$ cat src/rtl/alu_issue.sv
// Issue stage: decodes RV32I fields into ALU operands/op code and hands them to execute
// through a registered valid/ready output backed by a one-entry skid buffer.
module alu_issue (
   input  logic        clk,
   input  logic        rst,
   input  logic        flush,
   input  logic        in_valid,
   output logic        in_ready,
   input  logic [6:0]  opcode,
   input  logic [2:0]  funct3,
   input  logic        funct7_5,
   input  logic [31:0] rs1_data,
   input  logic [31:0] rs2_data,
   input  logic [31:0] imm,
   input  logic [31:0] pc,
   output logic        out_valid,
   input  logic        out_ready,
   output logic [31:0] alu_a,
   output logic [31:0] alu_b,
   output logic [3:0]  alu_op,
   output logic        illegal
);

   localparam logic [3:0] OP_NOP  = 4'd0;
   localparam logic [3:0] OP_ADD  = 4'd1;
   localparam logic [3:0] OP_SUB  = 4'd2;
   localparam logic [3:0] OP_SLL  = 4'd3;
   localparam logic [3:0] OP_XOR  = 4'd4;
   localparam logic [3:0] OP_SRL  = 4'd5;
   localparam logic [3:0] OP_SRA  = 4'd6;
   localparam logic [3:0] OP_OR   = 4'd7;
   localparam logic [3:0] OP_AND  = 4'd8;
   localparam logic [3:0] OP_LUI  = 4'd9;
   localparam logic [3:0] OP_SLT  = 4'd11;
   localparam logic [3:0] OP_SLTU = 4'd13;

   localparam logic [6:0] OPC_OP     = 7'b0110011;
   localparam logic [6:0] OPC_OP_IMM = 7'b0010011;
   localparam logic [6:0] OPC_LUI    = 7'b0110111;
   localparam logic [6:0] OPC_AUIPC  = 7'b0010111;
   localparam logic [6:0] OPC_LOAD   = 7'b0000011;
   localparam logic [6:0] OPC_STORE  = 7'b0100011;
   localparam logic [6:0] OPC_BRANCH = 7'b1100011;

   typedef struct packed {
      logic [31:0] a;
      logic [31:0] b;
      logic [3:0]  op;
      logic        illegal;
   } issue_t;

   issue_t      dec;
   logic [31:0] alu_src2;
   logic        accept;

   issue_t out_q, out_d;
   issue_t skid_q, skid_d;
   logic   out_valid_q, out_valid_d;
   logic   skid_valid_q, skid_valid_d;

   // Combinational decode of the presented instruction.
   always_comb begin
      dec      = '0;
      alu_src2 = (opcode == OPC_OP) ? rs2_data : imm;
      case (opcode)
         OPC_OP, OPC_OP_IMM: begin
            dec.a = rs1_data;
            dec.b = alu_src2;
            case (funct3)
               3'b000: dec.op = (opcode == OPC_OP && funct7_5) ? OP_SUB : OP_ADD;
               3'b001: begin
                  dec.op = OP_SLL;
                  dec.b  = {27'b0, alu_src2[4:0]};
               end
               3'b010: dec.op = OP_SLT;
               3'b011: dec.op = OP_SLTU;
               3'b100: dec.op = OP_XOR;
               3'b101: begin
                  dec.op = funct7_5 ? OP_SRA : OP_SRL;
                  dec.b  = {27'b0, alu_src2[4:0]};
               end
               3'b110: dec.op = OP_OR;
               default: dec.op = OP_AND;
            endcase
         end
         OPC_LUI: begin
            dec.b  = imm;
            dec.op = OP_LUI;
         end
         // The ALU's own auipc code is unused; the shift is done here instead.
         OPC_AUIPC: begin
            dec.a  = pc;
            dec.b  = {imm[19:0], 12'b0};
            dec.op = OP_ADD;
         end
         OPC_LOAD, OPC_STORE: begin
            dec.a  = rs1_data;
            dec.b  = imm;
            dec.op = OP_ADD;
         end
         OPC_BRANCH: begin
            case (funct3)
               3'b000, 3'b001: begin
                  dec.a  = rs1_data;
                  dec.b  = rs2_data;
                  dec.op = OP_SUB;
               end
               3'b100, 3'b101: begin
                  dec.a  = rs1_data;
                  dec.b  = rs2_data;
                  dec.op = OP_SLT;
               end
               3'b110, 3'b111: begin
                  dec.a  = rs1_data;
                  dec.b  = rs2_data;
                  dec.op = OP_SLTU;
               end
               default: dec.illegal = 1'b1;
            endcase
         end
         default: dec.illegal = 1'b1;
      endcase
   end

   assign in_ready = !skid_valid_q && !rst && !flush;
   assign accept   = in_valid && in_ready;

   // Skid entry has priority when the output frees up, preserving acceptance order.
   always_comb begin
      out_d        = out_q;
      out_valid_d  = out_valid_q;
      skid_d       = skid_q;
      skid_valid_d = skid_valid_q;
      if (flush) begin
         out_valid_d  = 1'b0;
         skid_valid_d = 1'b0;
      end else if (!out_valid_q || out_ready) begin
         if (skid_valid_q) begin
            out_d        = skid_q;
            out_valid_d  = 1'b1;
            skid_valid_d = 1'b0;
         end else if (accept) begin
            out_d       = dec;
            out_valid_d = 1'b1;
         end else begin
            out_valid_d = 1'b0;
         end
      end else if (accept) begin
         skid_d       = dec;
         skid_valid_d = 1'b1;
      end
   end

   always_ff @(posedge clk) begin
      if (rst) begin
         out_q        <= '0;
         out_valid_q  <= 1'b0;
         skid_q       <= '0;
         skid_valid_q <= 1'b0;
      end else begin
         out_q        <= out_d;
         out_valid_q  <= out_valid_d;
         skid_q       <= skid_d;
         skid_valid_q <= skid_valid_d;
      end
   end

   assign out_valid = out_valid_q;
   assign alu_a     = out_q.a;
   assign alu_b     = out_q.b;
   assign alu_op    = out_q.op;
   assign illegal   = out_q.illegal;

endmodule

$ cat config.mk
export PLATFORM = sky130hd
export DESIGN_NAME = alu_issue
export DESIGN_NICKNAME = d
export VERILOG_FILES = /design/src/rtl/alu_issue.sv
export SDC_FILE = /design/constraint.sdc
export NUM_CORES = 1
export LEC_CHECK = 0
export CORE_MARGIN = 4
export CORE_UTILIZATION = 44
export DETAILED_ROUTE_END_ITERATION = 6
export PLACE_DENSITY = 0.8
export SYNTH_ARGS = -nofsm -noshare
export SYNTH_HDL_FRONTEND = slang
export SYNTH_SLANG_ARGS = --single-unit
$ cat constraint.sdc
create_clock -name clk -period 2.2 [get_ports clk]
set_input_delay 0.44 -clock clk [delete_from_list [all_inputs] [get_ports clk]]
set_output_delay 0.44 -clock clk [all_outputs]
set_load 0.005 [all_outputs]
==> run_results.csv <==
group,metric,value,unit
critical_path,cp_slowest_stage_delay,0.54,ns
timing,fin_skew,0.00654,ns
synth,synth-async-reset-ratio,0,%
final_layout,drive_above_1_share,10.3,%
timing,period_share,94.6,%
detailed_routing,dr.first_iter.drc_count,750,
power_and_ir_drop,switching_share,20.2,%
floorplan,io_pins,215,
critical_path,r2r_start,"skid_valid_q",
place,dp_hpwl,14.2,mm
final_layout,n_antenna_cell,0,
timing,setup_viol,0,
timing,max_slew.worst_pin.slew,0.520,ns
synth,syn_nets,775,
min_path,min_from,"skid_q[0]",
critical_path,reg2reg_depth,7,
final_layout,nets,985,
power_and_ir_drop,ir_drop,567,µV
critical_path,end_kind,"primary output",
clock_tree,clock_latency,0.41,ns
clock_tree,cts_root_buf,"clkbuf_16",
final_layout,final_cells,1024,
critical_path,cp_data_arrival_time,1.64,ns
floorplan,die_w,122,µm
power_and_ir_drop,power_density,684,mW/mm²
synth,synth.distinct_cells,48,
detailed_routing,post-route-drc-count,0,
global_route,first_global_vias,6051,
timing,rsz0062_at_grt,"false",
power_and_ir_drop,power.leakage,0.00307,µW
critical_path,r2r-end,"alu_op[3]",
global_route,grt_util_all_layers,25.9,%
critical_path,r2r_slack,0.54,ns
final_layout,syn_to_final_growth,55.0,%
run,drv_cap,0,
detailed_routing,firstDrtPassIters,6,
timing,drv_slew,0,
synth,ys_top_cells_by_area,"dfxtp_1 (49%), a22oi_1 (13%), o21ai_0 (9.2%)",
critical_path,critPathLaunchType,"primary input",
clock_tree,cts_buffer_depth,2,
critical_path,path_class,"in -> out",
clock_tree,cts_made_buffers,17,
global_route,grt_pass1_wl,30.8,mm
critical_path,cp.required,1.76,ns
floorplan,fp.dieH,122,µm
timing,holdWs,0.474,ns
place,port_buffers,214,
synth,synth-warning-count,0,
place,gp_congestion,0.833,
synth,synth_edf_count,0,
synth,yosys.area.top_type,"dfxtp_1",
critical_path,path_common_cell,"clkdlybuf4s50_1",
timing,slew_headroom,65.4,%
synth,synth_seq_cells,140,
power_and_ir_drop,p_seq_share,42.2,%
floorplan,placementRows,41,
floorplan,coreArea,0.0127,mm²
clock_tree,cts_tree,"built",
detailed_routing,viasPerCell,6.07,
detailed_routing,num_vias,6215,
synth,seq_area_frac_synth,48.6,%
timing,fmax,480,MHz
clock_tree,cts_sinks,140,
floorplan,start_util,45.3,%
power_and_ir_drop,clock_power_share,48.3,%
timing,hold_viol_final,0,
clock_tree,cts_resized,0,
final_layout,fillCellCount,1039,
status,status,"complete, no violations",
detailed_routing,drt.antenna.violating_nets,0,
final_layout,final_core_util,70.2,%
critical_path,crit_chain,"clkdlybuf4s50_1 > nor3_2 > clkdlybuf4s50_1",
min_path,holdPathEnd,"skid_q[0]",
critical_path,crit_start,"flush",
power_and_ir_drop,power.switching,1240,µW
power_and_ir_drop,comb_power_share,9.5,%
power_and_ir_drop,p_total,6120,µW
clock_tree,path_clk_slew,0.05,ns
place,dpl.cell_count,994,
synth,syn_inst,631,
power_and_ir_drop,power.internal,4880,µW
synth,synth_top_area_share,48.6,%
synth,synth_area,0.00577,mm²
detailed_routing,routed_wl,20.1,mm
synth,syn_area_per_cell,9.14,µm²
clock_tree,htreeDepth,4,
min_path,hold_path_class,"reg -> reg",
critical_path,slowest_stage,"clkdlybuf4s50_1",
floorplan,die_area,0.0150,mm²
detailed_routing,routedWlPerCell,19.6,µm
timing,fin_crit,2.08,ns
synth,synth_ff_type,"dfxtp_1",
global_route,grt_max_degree,65,
min_path,hold_depth,2,
global_route,antenna_found_initial,0,
clock_tree,cts_setup_buffers,0,
clock_tree,cts_hold_buf,0,
critical_path,crit_fanout,3,
global_route,grt-ovfl-total,0,
## power by group through the flow
| stage | clock (µW) | sequential (µW) | combinational (µW) |
|---|---|---|---|
| 2_1_floorplan | 0 | 2630 | 164 |
| 4_1_cts | 3000 | 2580 | 580 |
| 3_5_place_dp | 0 | 2630 | 576 |
| 5_1_grt | 3110 | 2580 | 616 |
| 3_3_place_gp | 0 | 2630 | 569 |
| 6_report | 2950 | 2580 | 583 |
## cell families (layout without fill, tap and decap cells)
| family | Yosys count | in the layout | synth area share (%) |
|---|---|---|---|
| flip-flops | 140 | 140 | 48.6 |
| AO/OA/AOI/OAI | 356 | 356 | 39.0 |
| buffers and inverters | 69 | 290 | 5.56 |
| AND/OR/NAND/NOR | 66 | 66 | 6.88 |
## worst max-delay path by stage
stage | endpoint | slack, ns | depth (start not counted)
floorplan | alu_b[31] | 0.35 | 8
global placement | alu_b[30] | -0.1 | 7
detailed placement | alu_b[17] | -0.20 | 7
CTS | in_ready | 0.13 | 3
global route | in_ready | 0.1 | 3
finish | in_ready | 0.12 | 3
## layout by cell type, fill, tap and decap left out, types with 8 or more instances in the layout
| cell | count |
|---|---|
| a211oi_1 | 9 |
| a21oi_1 | 75 |
| a222oi_1 | 20 |
| a22oi_1 | 101 |
| buf_12 | 13 |
| buf_4 | 29 |
| clkbuf_16 | 17 |
| clkdlybuf4s50_1 | 213 |
| dfxtp_1 | 140 |
| nand2_1 | 13 |
| nor2_1 | 10 |
| o21ai_0 | 106 |
| o22ai_1 | 25 |
| or3_1 | 8 |
## cell type report
type	count	area, µm²	area share [%]
Clock inverter	8	140	1.57
Timing Repair Buffer	256	2620	29.3
Sequential cell	140	2800	31.4
Clock buffer	22	474	5.31
Inverter	4	15.0	0.168
Multi-Input combinational cell	422	2670	29.9
Tap cell	172	215	2.41
## Yosys cell counts (2+ instances only)
cell and instances:
dfxtp_1 140, o21ai_0 106, a22oi_1 101, a21oi_1 76, clkbuf_1 36, o22ai_1 25, a222oi_1 20, buf_2 20
nand2_1 14, nor2_1 11, a211oi_1 9, or3_1 8, nor3_1 5, nand2b_1 4, a22o_1 3, buf_4 3
buf_6 3, nor2b_1 3, nor3_2 3, o21ai_1 3, a2bb2oi_1 2, a31o_2 2, and2b_1 2, and3_1 2
clkbuf_2 2, inv_1 2, nand3b_1 2, nand4_1 2, nor2_2 2, o211ai_1 2
## state kept, by name, indices dropped and copies added, names as in the netlist
register,cells
alu_a,32
alu_b,32
alu_op,4
illegal,1
out_valid,1
skid_q,69
skid_valid_q,1
## metal layers
layer	routed length (µm)	track usage, %
met4	451	10.5
met3	1680	5.99
met2	10000	43.0
met5	0	0
met1	7920	32.4
## critical path, delay by kind of cell
family | cells | cell delay [ns]
and+or+nand+nor | 1 | 0.19
buffers and inverters | 2 | 1.01
## stage by stage
stage	setup WS (ns)	area [µm²]	TNS (ns)
final	0.118	8940	0
after global placement	-0.0961	8320	-2.81
after CTS	0.129	8940	0
after global routing	0.0965	8940	0
after floorplan	0.347	5770	0
after detailed placement	-0.202	8320	-7.03
Note: power is estimated with default switching activity, not from simulation.
